## config.mk

```make
export PLATFORM = sky130hd
export DESIGN_NAME = aib_wb_chan_sel
export DESIGN_NICKNAME = d
export VERILOG_FILES = /design/src/rtl/aib_wb_chan_sel.sv
export SDC_FILE = /design/constraint.sdc
export NUM_CORES = 1
export LEC_CHECK = 0
export ABC_CLOCK_PERIOD_IN_PS = 7400
export BUFFER_PORTS_ARGS = -buffer_cell sky130_fd_sc_hd__buf_4
export CORE_AREA = 5 5 125 127
export CTS_BUF_LIST = sky130_fd_sc_hd__clkbuf_8
export DETAILED_ROUTE_END_ITERATION = 8
export DIE_AREA = 0 0 130 132
export HOLD_SLACK_MARGIN = 0.02
export PLACE_DENSITY = 0.6
export REMOVE_ABC_BUFFERS = 1
export SYNTH_ARGS = -nofsm -noshare
export SYNTH_HDL_FRONTEND = slang
export SYNTH_SLANG_ARGS = --single-unit
```

## constraint.sdc

```tcl
create_clock -name i_sys_clk -period 7.4 [get_ports i_sys_clk]
set_clock_uncertainty 0.15 [all_clocks]
set_input_delay 0.74 -clock i_sys_clk [delete_from_list [all_inputs] [get_ports i_sys_clk]]
set_output_delay 0.74 -clock i_sys_clk [all_outputs]
set_load 0.02 [all_outputs]
```

## src/rtl/aib_wb_chan_sel.sv

```systemverilog
`timescale 1ns/1ps
`default_nettype none
// ============================================================================
// Module : aib_wb_chan_sel
// Brief  : Routes a pipelined Wishbone slave port to one of CHAN_CNT adapter
//          channels, with drain / settle sequencing on runtime re-selection.
// Rev    : 1.0 - initial release
// ============================================================================
module aib_wb_chan_sel #(
  parameter int CHAN_CNT      = 4,
  parameter int SEL_W         = $clog2(CHAN_CNT),
  parameter int MAX_OUTST     = 8,
  parameter int DRAIN_TIMEOUT = 1024,
  parameter int SETTLE_CYCLES = 4
) (
  input  logic                  i_sys_clk,
  input  logic                  i_rst_n,
  input  logic [SEL_W-1:0]      c_chan_sel,
  input  logic                  i_timeout_clr,
  input  logic                  i_wb_stb,
  input  logic                  i_wb_we,
  input  logic [31:0]           i_wb_addr,
  input  logic [3:0]            i_wb_sel,
  input  logic [31:0]           i_wb_wdata,
  output logic                  o_wb_stall,
  output logic                  o_wb_ack,
  output logic [31:0]           o_wb_rdata,
  output logic [CHAN_CNT-1:0]   o_ch_en,
  output logic [CHAN_CNT-1:0]   o_ch_stb,
  output logic                  o_ch_we,
  output logic [31:0]           o_ch_addr,
  output logic [3:0]            o_ch_sel,
  output logic [31:0]           o_ch_wdata,
  input  logic [CHAN_CNT-1:0]   i_ch_stall,
  input  logic [CHAN_CNT-1:0]   i_ch_ack,
  input  logic [CHAN_CNT*32-1:0] i_ch_rdata,
  output logic [SEL_W-1:0]      o_active_sel,
  output logic                  o_busy,
  output logic                  o_timeout
);

  localparam int OUT_W   = $clog2(MAX_OUTST + 1);
  localparam int TMR_MAX = (DRAIN_TIMEOUT > SETTLE_CYCLES) ? DRAIN_TIMEOUT : SETTLE_CYCLES;
  localparam int TMR_W   = (TMR_MAX > 1) ? $clog2(TMR_MAX) : 1;

  localparam logic [1:0] S_ACTIVE = 2'd0;
  localparam logic [1:0] S_DRAIN  = 2'd1;
  localparam logic [1:0] S_SETTLE = 2'd2;

  localparam logic [OUT_W-1:0] c_max_outst   = OUT_W'(MAX_OUTST);
  localparam logic [TMR_W-1:0] c_drain_last  = TMR_W'(DRAIN_TIMEOUT - 1);
  localparam logic [TMR_W-1:0] c_settle_last = TMR_W'(SETTLE_CYCLES - 1);
  localparam logic [SEL_W:0]   c_chan_cnt    = (SEL_W + 1)'(CHAN_CNT);

  logic [1:0]          r_state, w_state_nxt;
  logic [SEL_W-1:0]    r_active_sel, w_sel_nxt;
  logic [CHAN_CNT-1:0] r_ch_en, w_en_nxt;
  logic [OUT_W-1:0]    r_outst, w_outst_nxt;
  logic [TMR_W-1:0]    r_timer, w_timer_nxt;
  logic                r_timeout, w_timeout_set;
  logic                r_busy;

  logic                w_req_ok, w_accept, w_sel_stall, w_sel_ack, w_sel_in_range;
  logic [31:0]         w_rdata;
  logic [CHAN_CNT-1:0] w_onehot;

  assign w_onehot       = CHAN_CNT'(1) << r_active_sel;
  assign w_sel_in_range = {1'b0, c_chan_sel} < c_chan_cnt;

  // State register
  always_ff @(posedge i_sys_clk or negedge i_rst_n) begin
    if (!i_rst_n) begin
      r_state      <= S_ACTIVE;
      r_active_sel <= '0;
      r_ch_en      <= CHAN_CNT'(1);
      r_outst      <= '0;
      r_timer      <= '0;
      r_timeout    <= 1'b0;
      r_busy       <= 1'b0;
    end else begin
      r_state      <= w_state_nxt;
      r_active_sel <= w_sel_nxt;
      r_ch_en      <= w_en_nxt;
      r_outst      <= w_outst_nxt;
      r_timer      <= w_timer_nxt;
      r_timeout    <= w_timeout_set | (r_timeout & ~i_timeout_clr);
      r_busy       <= (w_state_nxt != S_ACTIVE);
    end
  end

  // Next-state logic
  always_comb begin
    w_state_nxt   = r_state;
    w_sel_nxt     = r_active_sel;
    w_en_nxt      = r_ch_en;
    w_timer_nxt   = r_timer;
    w_timeout_set = 1'b0;
    w_outst_nxt   = r_outst;
    if (w_accept && !o_wb_ack)
      w_outst_nxt = r_outst + OUT_W'(1);
    else if (!w_accept && o_wb_ack)
      w_outst_nxt = r_outst - OUT_W'(1);

    case (r_state)
      S_ACTIVE: begin
        if (c_chan_sel != r_active_sel && w_sel_in_range) begin
          w_state_nxt = S_DRAIN;
          w_timer_nxt = '0;
        end
      end
      S_DRAIN: begin
        // A drain that runs out of time abandons the old channel's acks.
        if (w_outst_nxt == '0 || r_timer == c_drain_last) begin
          if (w_outst_nxt != '0) begin
            w_timeout_set = 1'b1;
            w_outst_nxt   = '0;
          end
          w_state_nxt = S_SETTLE;
          w_en_nxt    = '0;
          w_timer_nxt = '0;
          if (w_sel_in_range)
            w_sel_nxt = c_chan_sel;
        end else begin
          w_timer_nxt = r_timer + TMR_W'(1);
        end
      end
      S_SETTLE: begin
        if (r_timer == c_settle_last) begin
          w_state_nxt = S_ACTIVE;
          w_en_nxt    = w_onehot;
        end else begin
          w_timer_nxt = r_timer + TMR_W'(1);
        end
      end
      default: begin
        w_state_nxt = S_ACTIVE;
        w_en_nxt    = w_onehot;
      end
    endcase
  end

  // Output logic
  always_comb begin
    w_req_ok    = (r_state == S_ACTIVE) && (c_chan_sel == r_active_sel) &&
                  (r_outst < c_max_outst);
    w_sel_stall = 1'b0;
    w_sel_ack   = 1'b0;
    w_rdata     = '0;
    for (int k = 0; k < CHAN_CNT; k++) begin
      if (SEL_W'(k) == r_active_sel) begin
        w_sel_stall = i_ch_stall[k];
        w_sel_ack   = i_ch_ack[k];
        w_rdata     = i_ch_rdata[32*k +: 32];
      end
    end
    o_ch_stb   = (i_wb_stb && w_req_ok) ? w_onehot : '0;
    o_wb_stall = !w_req_ok || w_sel_stall;
    o_wb_ack   = w_sel_ack && (r_outst != '0);
    o_wb_rdata = w_rdata;
    w_accept   = i_wb_stb && !o_wb_stall;
  end

  assign o_ch_en      = r_ch_en;
  assign o_ch_we      = i_wb_we;
  assign o_ch_addr    = i_wb_addr;
  assign o_ch_sel     = i_wb_sel;
  assign o_ch_wdata   = i_wb_wdata;
  assign o_active_sel = r_active_sel;
  assign o_busy       = r_busy;
  assign o_timeout    = r_timeout;

endmodule
`default_nettype wire
```

-- Word level (Yosys, flattened, before mapping)
Index checks and enable logic that the tools add are counted.
- bits of input ports: 211
- memories: 0
- memory bits (writable): 0
- logic and storage cells: 84
- output and inout port bits: 115
- ROM bits: 0
- register bits after elaboration: 24
- bits in latches: 0
- shifts and indexed selects: 1
- $mul: 0
- eq/ne operators: 13
- $add $sub $neg: 3
- $lt $le $gt $ge: 1
- div/mod/pow operators: 0
- reduce and logical (&&, ||, !) cells: 23
- bitwise gates (word level): 4
- mux-type cells: 32
- operator list (operator ; count):
    32-bit 2-to-1 mux ; 4
    4-bit 2-to-1 mux ; 8
    10-bit 2-to-1 mux ; 3
    10-bit one-hot mux with 3 select lines ; 1
    4-bit one-hot mux with 3 select lines ; 1
    1-bit 2-to-1 mux ; 11
    10-bit by 1-bit adder with 10-bit output, second input constant ; 1
    10-bit == test, second input constant ; 1
    10-bit by 2-bit == test with 1-bit output, second input constant ; 1
    2-bit != test, second input constant ; 4
    4-bit nonzero test ; 2
    1-bit logical AND ; 7
    2-bit 2-to-1 mux ; 3
    2-bit one-hot mux with 3 select lines ; 1
    3-bit AND reduction ; 2
    4-bit by 1-bit adder with 4-bit output, second input constant ; 1
    2-bit == test, first input constant ; 2
    1-bit zero test ; 4
    2-bit zero test ; 2
    4-bit zero test ; 1
    4-bit less-than comparator, second input constant ; 1
    1-bit by 2-bit left shift with 4-bit output, first input constant ; 1
    4-bit by 1-bit subtractor with 4-bit output, second input constant ; 1
    3-bit nonzero test ; 1
    11 further kinds ; 13

-- Logic depth before layout (Yosys ltp)
Gate-level depths: netlist of run 1.
- word-level depth: 17
- mapped depth: 11
- gate-level depth less buffers: 10

-- Least setup slack after synthesis of run 1
OpenSTA, ideal clock, no wires.
- path type: in2reg
- start: input port i_ch_stall[3]
- end: register r_active_sel[0] (netlist: o_active_sel[0])
- arrival: 2.958 ns
- data required time: 7.125 ns
- setup slack: 4.167 ns
- stages: 8
- buffers on the path: 1
- cells stage by stage: mux4_2 > or4_1 > clkbuf_1 > nor3_1 > a211oi_2 > nor4b_4 > o21ai_2 > mux2_4
- cells in the longest elaborated chain, start to end: 11
- elaborated cells on any way between the ends: 12
- those cells by class: mux: 3; reduce/logical: 9
- ends and longest elaborated chain (element ; RTL line ; source):
    start: declaration ; 34 ; input logic [CHAN_CNT-1:0] i_ch_stall,
    1-bit 2-to-1 mux (*) ; 150 ; if (SEL_W'(k) == r_active_sel) begin
    1-bit logical OR (*) ; 157 ; o_wb_stall = !w_req_ok || w_sel_stall;
    1-bit zero test (*) ; 160 ; w_accept = i_wb_stb && !o_wb_stall;
    1-bit logical AND (*) ; 160 ;
    1-bit zero test ; 101 ; else if (!w_accept && o_wb_ack)
    1-bit logical AND ; 101 ;
    4-bit 2-to-1 mux ; 101 ;
    4-bit 2-to-1 mux (*) ; 99 ; if (w_accept && !o_wb_ack)
    4-bit zero test (*) ; 113 ; if (w_outst_nxt == '0 || r_timer == c_drain_last) begin
    1-bit logical OR (*) ; 113 ;
    2-bit AND reduction (no line) (*) ; n/a ;
    end signal: assignment ; 82 ; r_active_sel <= w_sel_nxt;
    end: declaration ; 56 ; logic [SEL_W-1:0] r_active_sel, w_sel_nxt;
Every way passes the cells marked *; elsewhere a longest branch is shown, timed or not.
A chain may end at the register's enable or synchronous reset.

-- Worst setup path after layout of run 1
- start: register r_active_sel[0] (netlist: o_active_sel[0])
- end: register r_ch_en[2] (netlist: o_ch_en[2])
- cells in the longest elaborated chain, start to end: 16
- elaborated cells on any way between the ends: 33
- those cells by class: eq/ne: 5; shift: 1; mux: 12; reduce/logical: 15
- ends and longest elaborated chain (element ; RTL line ; source):
    2-bit zero test ; 150 ;
    1-bit 2-to-1 mux (4 in series) ; 150 ;
    1-bit logical OR ; 157 ;
    1-bit zero test ; 160 ;
    1-bit logical AND ; 160 ;
    1-bit zero test ; 101 ;
    1-bit logical AND ; 101 ;
    4-bit 2-to-1 mux ; 101 ;
    4-bit 2-to-1 mux ; 99 ;
    4-bit zero test ; 113 ;
    1-bit logical OR ; 113 ;
    2-bit != test (no line) ; n/a ;
    3-bit AND reduction (no line) ; n/a ;
    end signal: assignment ; 83 ; r_ch_en <= w_en_nxt;
    end: declaration ; 57 ; logic [CHAN_CNT-1:0] r_ch_en, w_en_nxt;
Parallel ways exist; a longest one is shown, timed or not. The select of a mux whose other input is x is not followed.

==> impl_metrics.yaml, run 1 <==
run_status:
  status: "finished clean"
pwr:
  p_leak_nw: 1.83
  p_sw_frac: 0.491
  cellPowerDensity_nw_per_um2: 358
  clockPowerShare: 0.080
  internal_power_w: 0.000744
  pwr-share-seq: 0.154
  combinationalPowerShare: 0.766
  ir_worst_vdd_uv: 165
  p_switching_w: 0.000717
setup_path:
  timing.rr.start: "o_active_sel[0]"
  r2r_cells: 9
  r2r_slack_ns: 3.65
  critPathLaunchType: "flip-flop"
  startpoint: "o_active_sel[0]"
  end_kind: "flip-flop"
  worst_ep_required_time_ns: 7.42
  cp_max_fo: 34
  worstSetupPathType: "reg2reg"
  arrival_ns: 3.77
  timing.rr.end: "o_ch_en[2]"
finish:
  final_core_util: 0.285
  area_growth_pct: 38.8
  final_cells: 584
  final_area_sq_um: 4080
  fin_nets: 619
  antennaDiodeCount: 0
  layout-drive-gt1-share: 0.600
logic_synthesis:
  ys_seq_elements: 24
  async_flop_share: 1.00
  syn_area_sq_um: 2940
  ys_types: 49
  syn_inst: 291
  syn_avg_cell_area_sq_um: 10.1
  synthFlopType: "dfrtp_1"
  ys_seq_area_frac: 0.205
  synth_edf_count: 0
  synth_warnings: 0
floorplanning:
  fp.dieW_microns: 130
  rows: 44
  core_area_sq_um: 14300
  io_pins: 326
  die-height_microns: 132
  die-area_sq_um: 17200
  start_util: 0.205
run:
  drv_cap: 0
detailed_routing:
  avgViaCountPerCell: 5.11
  wl_microns: 19200
  drc: 0
  via_count: 2983
  post_drt_wl_per_cell_microns: 32.9
  drt-initial-drc-count: 122
  dr.pass1.iters: 4
  drt.antenna.violating_nets: 0
clocking:
  cts_tree: "done"
  clkLatencyLatePin_ns: 0.27
  cts_root_buf: "clkbuf_8"
  clock_sinks: 24
  cts_max_path_buffers: 2
  numCtsBuffers: 3
  htree_levels: 1
  hold_buffers: 0
  clk_pin_slew_ns: 0.09
  post-cts-setup-buffer-count: 0
  post_cts_resized: 0
placement:
  io_buffers: 187
  dp_hpwl_microns: 17100
  place_inst: 580
  globalplace.congestion: 0.967
  placed_area_sq_um: 4010
grt:
  grt_util_all_layers: 0.211
  grt_pass1_wl_microns: 24900
  grt_max_degree: 38
  antenna_found_initial: 0
  grt_pass1_vias: 3103
  grt.overflow.total: 0
timing:
  setup_viol: 0
  setup_tns_ns: 0
  fin_crit_sh: 0.507
  rsz0062_at_grt: "false"
  drv_slew: 0
  finalCriticalPeriod_ns: 3.75
  slew_headroom: 0.156
  max_freq_mhz: 267
  worst_pin_slew_ns: 1.26
  hold_violations: 0
hold_path:
  hold_class: "in2async"
## final cells by class
type,count,area (sq um)
multi-input cells,170,1700
fillers,1502,10200
repair buffers,189,1420
well taps,184,230
inverters,13,48.8
flip-flops and latches,24,604
clock buffers,3,41.3
clock inverters,1,30.0
## stage by stage
stage / hold WS (ns) / setup WS, ns / total power, W
after global routing: 0.228 / 3.31 / 0.00155
after floorplan: 0.294 / 3.01 / 0.000942
after CTS: 0.223 / 3.62 / 0.00147
after global placement: 0.338 / 3.77 / 0.00133
final: 0.209 / 3.65 / 0.00146
after detailed placement: 0.349 / 3.64 / 0.00135
## power by group through the flow
| stage | clock [W] | sequential [W] | combinational (W) |
|---|---|---|---|
| floorplan | 0 | 0.000295 | 0.000648 |
| global placement | 0 | 0.000227 | 0.00111 |
| detailed placement | 0 | 0.000228 | 0.00112 |
| CTS | 0.000119 | 0.000225 | 0.00113 |
| global route | 0.000123 | 0.000232 | 0.00120 |
| finish | 0.000116 | 0.000225 | 0.00112 |
## registers in the layout (all words and copies together), names as in the netlist
name          flops
r_timer          10
o_ch_en           4
r_outst           4
o_active_sel      2
r_state           2
o_busy            1
o_timeout         1
## worst max-delay path: stages (launching register included)
cell and delay, ns:
dfrtp_2 0.49, buf_4 0.57, mux4_2 0.62, nand2_1 0.13, clkinv_1 0.19, xnor2_1 0.42
o22ai_1 0.22, nor4b_4 0.35, o21ai_1 0.24, a32o_1 0.25
## layout by cell type, fill, tap and decap left out, types with 3 or more instances in the layout
cell type / count
ha_1: 7
nand3_1: 6
mux4_2: 34
o21ai_0: 12
a21oi_1: 9
nand2_1: 10
inv_1: 12
and3_1: 12
or3_1: 3
nor2_1: 6
nor3_1: 9
nor4_1: 4
buf_4: 189
nand3b_1: 3
a32o_1: 4
o211ai_1: 6
o22ai_1: 5
nand2b_1: 4
dfrtp_1: 21
clkbuf_8: 3
## metal layers
layer,part of all wire,up-vias,global-route usage
met5,0.0072,-,0.0706
met4,0.051,4,0.0866
met3,0.21,28,0.202
met2,0.47,280,0.345
met1,0.26,1423,0.166
li1,-,1248,-
## cells in the mapped netlist (all sizes together), types with 3 or more instances
| cell type | count | area, sq um |
|---|---|---|
| buf | 77 | 557 |
| mux4 | 34 | 766 |
| dfrtp | 23 | 576 |
| o21ai | 15 | 82.6 |
| and3 | 12 | 75.1 |
| inv | 12 | 45.0 |
| nand2 | 10 | 37.5 |
| a21oi | 9 | 45.0 |
| nor3 | 9 | 45.0 |
| clkbuf | 7 | 26.3 |
| ha | 7 | 87.6 |
| nand3 | 6 | 30.0 |
| nor2 | 6 | 22.5 |
| o211ai | 6 | 45.0 |
| o22ai | 5 | 31.3 |
| a32o | 4 | 40.0 |
| nand2b | 4 | 25.0 |
| nor4 | 4 | 25.0 |
| a211oi | 3 | 27.5 |
| nand3b | 3 | 22.5 |
| or3 | 3 | 18.8 |
## worst max path at each step
stage / endpoint / slack, ns / cells after the start
floorplan: o_active_sel[0] / 3.01 / 7
global placement: o_ch_en[2] / 3.77 / 9
detailed placement: r_timer[5] / 3.64 / 9
CTS: o_ch_en[2] / 3.62 / 9
global route: o_ch_en[1] / 3.31 / 9
finish: o_ch_en[2] / 3.65 / 9
## cells by family (layout without fill, tap and decap cells)
logic type	count (synthesis)	count (layout)	synth area share
compound gates	51	51	0.119
fa+ha+maj	7	7	0.0298
flops	24	24	0.205
buf+inv	97	206	0.215
simple gates	70	70	0.142
xor+xnor	4	4	0.0119
mux	38	38	0.278
No activity file was read; power rests on OpenSTA's default activity.
==> run 2: changes to the inputs <==
- ABC_CLOCK_PERIOD_IN_PS: 7400 -> 3000
- CORE_AREA: 5 5 125 127 -> 5 5 124 126
- DIE_AREA: 0 0 130 132 -> 0 0 129 131
- PLACE_DENSITY: 0.6 -> 0.63
- clock period: 7.4 -> 3 ns (I/O delays scaled with it)
==> run 2 against run 1 <==
  * Wire length fell by 9.3%
  * Utilization is 2.3 points higher
  * Worst setup slack got worse by 3.6 ns
  * Via count up 3.3%
  * Global-route usage is 2.4 points lower
  * Final cell count up 4.3%
  * Critical path type unchanged
  * Critical endpoint is now o_busy
==> impl_metrics.yaml, run 2 (synthesis results as in run 1) <==
setup_path:
  worst_ep_required_time_ns: 3.05
  arrival_ns: 2.98
  worstSetupPathType: "reg2reg"
  crit_chain: "inv_2 > ha_4 > nand3b_1 > or4_4 > a211oi_4 > o22ai_4 > nor4b_4 > buf_4 > buf_4 > a21oi_1 > o2bb2ai_1"
  cp_slowest_stage_delay_ns: 0.63
  critical_path.top_delay_family: "simple AND/OR/NAND/NOR gates"
  cp_max_fo: 5
  worst-path-buf-inv: 3
  slowest_stage: "or4_4"
  cpMostUsedCell: "buf_4"
  end_kind: "flip-flop"
  critPathLaunchType: "flip-flop"
grt:
  grt_pass1_wl_microns: 22800
  grt_max_degree: 33
  grt_util_all_layers: 0.187
  grt.overflow.total: 0
  antenna_found_initial: 0
  grt_pass1_vias: 3014
detailed_routing:
  dr.pass1.iters: 4
  drt.antenna.violating_nets: 0
  avgViaCountPerCell: 5.06
  via_count: 3081
  drc: 0
  post_drt_wl_per_cell_microns: 28.6
  drt-initial-drc-count: 157
  wl_microns: 17400
floorplanning:
  io_pins: 326
  core_area_sq_um: 14200
  die-area_sq_um: 16900
  rows: 44
  die-height_microns: 131
  fp.dieW_microns: 129
  start_util: 0.207
run:
  drv_cap: 0
timing:
  finalCriticalPeriod_ns: 2.93
  slew_headroom: 0.611
  drv_slew: 0
  setup_viol: 0
  max_freq_mhz: 341
  fin_crit_sh: 0.978
  hold_violations: 0
  setup_tns_ns: 0
  worst_pin_slew_ns: 0.584
pwr:
  p_total_w: 0.00392
  cellPowerDensity_nw_per_um2: 896
  p_leak_nw: 1.98
  ir_worst_vdd_uv: 356
finish:
  layout-drive-gt1-share: 0.647
  largest_reg_flops: 10
  regMostFlops: "r_timer"
  antennaDiodeCount: 0
  area_growth_pct: 49.0
  fin_nets: 644
  final_cell_mix: "buf_4, mux4_2, dfrtp_1"
  layout_commonest_cell: "buf_4"
placement:
  globalplace.congestion: 0.816
  io_buffers: 187
  dp_hpwl_microns: 14100
clocking:
  cts_max_path_buffers: 2
  cts_root_buf: "clkbuf_8"
  clock_sinks: 24
  cts_tree: "done"
  numCtsBuffers: 3
  clkLatencyLatePin_ns: 0.27
  clk_pin_slew_ns: 0.09
  htree_levels: 1
run_status:
  status: "finished clean"
hold_path:
  hold_class: "in2reg"
run 2: per-layer routing:
| layer | global-route usage | routed length [microns] |
|---|---|---|
| met4 | 0.0216 | 165 |
| met5 | 0.121 | 230 |
| met3 | 0.158 | 3160 |
| met1 | 0.221 | 6470 |
| met2 | 0.257 | 7420 |
run 2: final cells by class:
| class | instances | area (sq um) |
|---|---|---|
| multi-input combinational | 170 | 1800 |
| tap | 184 | 230 |
| inverter | 13 | 48.8 |
| clock buffer | 3 | 41.3 |
| sequential | 24 | 604 |
| fill | 1498 | 9830 |
| clock inverter | 1 | 30.0 |
| timing repair buffer | 214 | 1630 |
run 2: worst reg2reg max path: cells and delay by family, from the launching register on:
kind                     cells  cell delay (ns)
buffers and inverters        3             0.39
AO/OA/AOI/OAI                4             0.65
flip-flops                   1             0.41
adder cells (fa/ha/maj)      1             0.15
AND/OR/NAND/NOR              3             1.12
run 2: repair_timing:
item                                    4_1_cts  5_1_grt
gates resized for setup                       2       17
hold endpoints to repair                     23        0
endpoints found under the setup margin       14       20
hold buffers                                  1        0
buffers inserted                              0        7
pin swaps                                     0        8
run 2: final timing paths:
path / slack (ns) / to / cells past startpoint / startpoint
min reg2reg: 0.36 / o_ch_en[1] / 1 / o_ch_en[1]
max: 0.07 / o_busy / 11 / r_state[1]
min in group asynchronous: 0.30 / r_timer[8] / 2 / i_rst_n
max in group asynchronous: 2.12 / o_ch_en[0] / 2 / i_rst_n
max reg2reg: 0.07 / o_busy / 11 / r_state[1]
min: 0.06 / o_timeout / 2 / i_timeout_clr
run 2: power by group:
group | total [W] | internal, W | switching, W
Clock | 0.000290 | 0.000179 | 0.000112
Sequential | 0.000526 | 0.000429 | 0.0000970
Combinational | 0.00310 | 0.00148 | 0.00162
run 2: metrics by stage:
stage               setup WS (ns)  utilization  cells  area (sq um)  hold slack (ns)
floorplan                   -1.39            -    207          2350           -0.146
global placement           0.0199        0.291    597          4130           0.0642
detailed placement        -0.0594        0.291    597          4130           0.0706
CTS                        0.0141        0.298    602          4230           0.0496
global route              -0.0656        0.308    609          4380           0.0475
finish                     0.0659        0.308    609          4380           0.0554
==> run 3: changes to the inputs <==
- CAP_MARGIN: default -> 40
- CORE_AREA: 5 5 124 126 -> 2 2 125 127
- DIE_AREA: 0 0 129 131 -> 0 0 127 129
- PLACE_DENSITY: 0.63 -> 0.6
==> run 3 against run 2 <==
  * Flip-flop and latch count is the same
  * Power increased by 9.4%
  * Global-route usage rose by 8.2 points
  * Worst setup slack better by 0.025 ns
  * Register-to-register slack improved by 0.02 ns
  * Non-clock buffer count rose by 15
  * Worst hold slack worse by 0.0077 ns
  * Via count grew 5.3%
  * Wire length rose by 32%
  * Sequential share of layout area decreased by 0.32 points
==> impl_metrics.yaml, run 3 (synthesis results as in run 1) <==
clocking:
  cts_tree: "done"
  cts_root_buf: "clkbuf_8"
  numCtsBuffers: 3
  clock_sinks: 24
  cts_max_path_buffers: 2
  clkLatencyLatePin_ns: 0.28
  htree_levels: 1
  clk_pin_slew_ns: 0.10
grt:
  grt_pass1_vias: 3264
  grt.overflow.total: 0
  antenna_found_initial: 2
  grt_max_degree: 36
  grt_util_all_layers: 0.269
  grt_pass1_wl_microns: 29100
setup_path:
  worstSetupPathType: "reg2reg"
  worst_ep_required_time_ns: 3.00
  endpoint: "o_timeout"
  timing.rr.start: "r_state[0]"
  r2r_cells: 11
  critPathLaunchType: "flip-flop"
  cp_max_fo: 6
  arrival_ns: 2.91
  startpoint: "r_state[0]"
  end_kind: "flip-flop"
  timing.rr.end: "o_timeout"
  r2r_slack_ns: 0.09
detailed_routing:
  via_count: 3243
  post_drt_wl_per_cell_microns: 36.5
  wl_microns: 23000
  drt-initial-drc-count: 168
  dr.pass1.iters: 4
  drt.antenna.violating_nets: 0
  drc: 0
  avgViaCountPerCell: 5.15
timing:
  slew_headroom: 0.635
  hold_violations: 0
  finalCriticalPeriod_ns: 2.91
  setup_viol: 0
  drv_slew: 0
  max_freq_mhz: 344
  fin_crit_sh: 0.970
  worst_pin_slew_ns: 0.544
  setup_tns_ns: 0
finish:
  area_growth_pct: 52.5
  fillCellCount: 1576
  layout_commonest_cell: "buf_4"
  fin_nets: 659
  layout-drive-gt1-share: 0.664
  regMostFlops: "r_timer"
  final_core_util: 0.299
  final_cell_mix: "buf_4, mux4_2, dfrtp_1"
  largest_reg_flops: 10
floorplanning:
  rows: 45
  fp.dieW_microns: 127
  core_area_sq_um: 15000
  io_pins: 326
  start_util: 0.196
  die-height_microns: 129
  die-area_sq_um: 16400
hold_path:
  hold_class: "in2reg"
pwr:
  p_leak_nw: 2.05
  cellPowerDensity_nw_per_um2: 957
  ir_worst_vdd_uv: 418
placement:
  globalplace.congestion: 0.922
  io_buffers: 187
  dp_hpwl_microns: 20500
run:
  drv_cap: 0
run_status:
  status: "finished clean"
run 3: cell types whose count changed in the layout (fill, tap and decap cells not counted):
cell,change
buf_4,+16
diode_2,+2
o31ai_1,-2
o31ai_2,+2
a21oi_1,-1
a21oi_2,+1
buf_12,-1
nor3_2,-1
nor3_4,+1
o22ai_2,+1
o22ai_4,-1
xnor2_1,+1
xnor2_4,-1
run 3: power breakdown:
group          internal (W)  leakage (nW)  total, W  switching, W
registers          0.000429         0.309  0.000507     0.0000779
clock network      0.000179        0.0357  0.000300      0.000121
logic               0.00160          1.70   0.00348       0.00188
run 3: metal layers:
metal  global-route usage  part of all wire  up-vias
li1                     -                 -     1328
met1                0.231              0.28     1530
met2                0.439              0.46      354
met3                0.261              0.22       29
met4               0.0827             0.042        2
met5               0.0471            0.0029        -
run 3: worst max-delay path: stages, from the launching register on:
cell	delay (ns)
dfrtp_1	0.43
inv_2	0.10
ha_4	0.15
nand3b_1	0.14
or4_4	0.64
a211oi_2	0.25
o22ai_2	0.15
nor4b_4	0.30
buf_4	0.19
buf_4	0.12
buf_4	0.11
o22ai_1	0.05
run 3: final cells by class:
cell class	instances	area, sq um	share of cell area
Clock buffer	3	41.3	0.00922
Inverter	13	48.8	0.0109
Tap cell	188	235	0.0525
Sequential cell	24	604	0.135
Antenna cell	2	5.00	0.00112
Multi-Input combinational cell	170	1790	0.400
Timing Repair Buffer	229	1730	0.385
Clock inverter	1	30.0	0.00670
run 3: metrics by stage:
step	std cells	area (sq um)	setup WS [ns]	total power, W	hold slack, ns
after detailed placement	617	4260	-0.201	0.00378	0.0795
final	630	4480	0.0908	0.00429	0.0477
after global routing	628	4480	-0.0116	0.00455	0.0420
after floorplan	207	2350	-1.39	0.00232	-0.146
after CTS	624	4370	0.00451	0.00414	0.0412
after global placement	617	4260	-0.143	0.00378	0.0722
run 3: worst min-delay path by stage:
stage / start / endpoint / slack, ns / cells after the start
2_1_floorplan: i_rst_n / o_active_sel[0] / -0.15 / 0
3_3_place_gp: i_rst_n / r_timer[7] / 0.07 / 1
3_5_place_dp: i_rst_n / r_timer[9] / 0.08 / 1
4_1_cts: i_timeout_clr / o_timeout / 0.04 / 2
5_1_grt: i_timeout_clr / o_timeout / 0.04 / 2
6_report: i_timeout_clr / o_timeout / 0.05 / 2
run 3: what timing repair did:
item,4_1_cts,5_1_grt
setup endpoints to repair,13,20
pin swaps,2,9
setup buffers,2,4
cloned,0,0
hold buffers,1,0
hold endpoints to repair,23,0
gates resized for setup,4,16
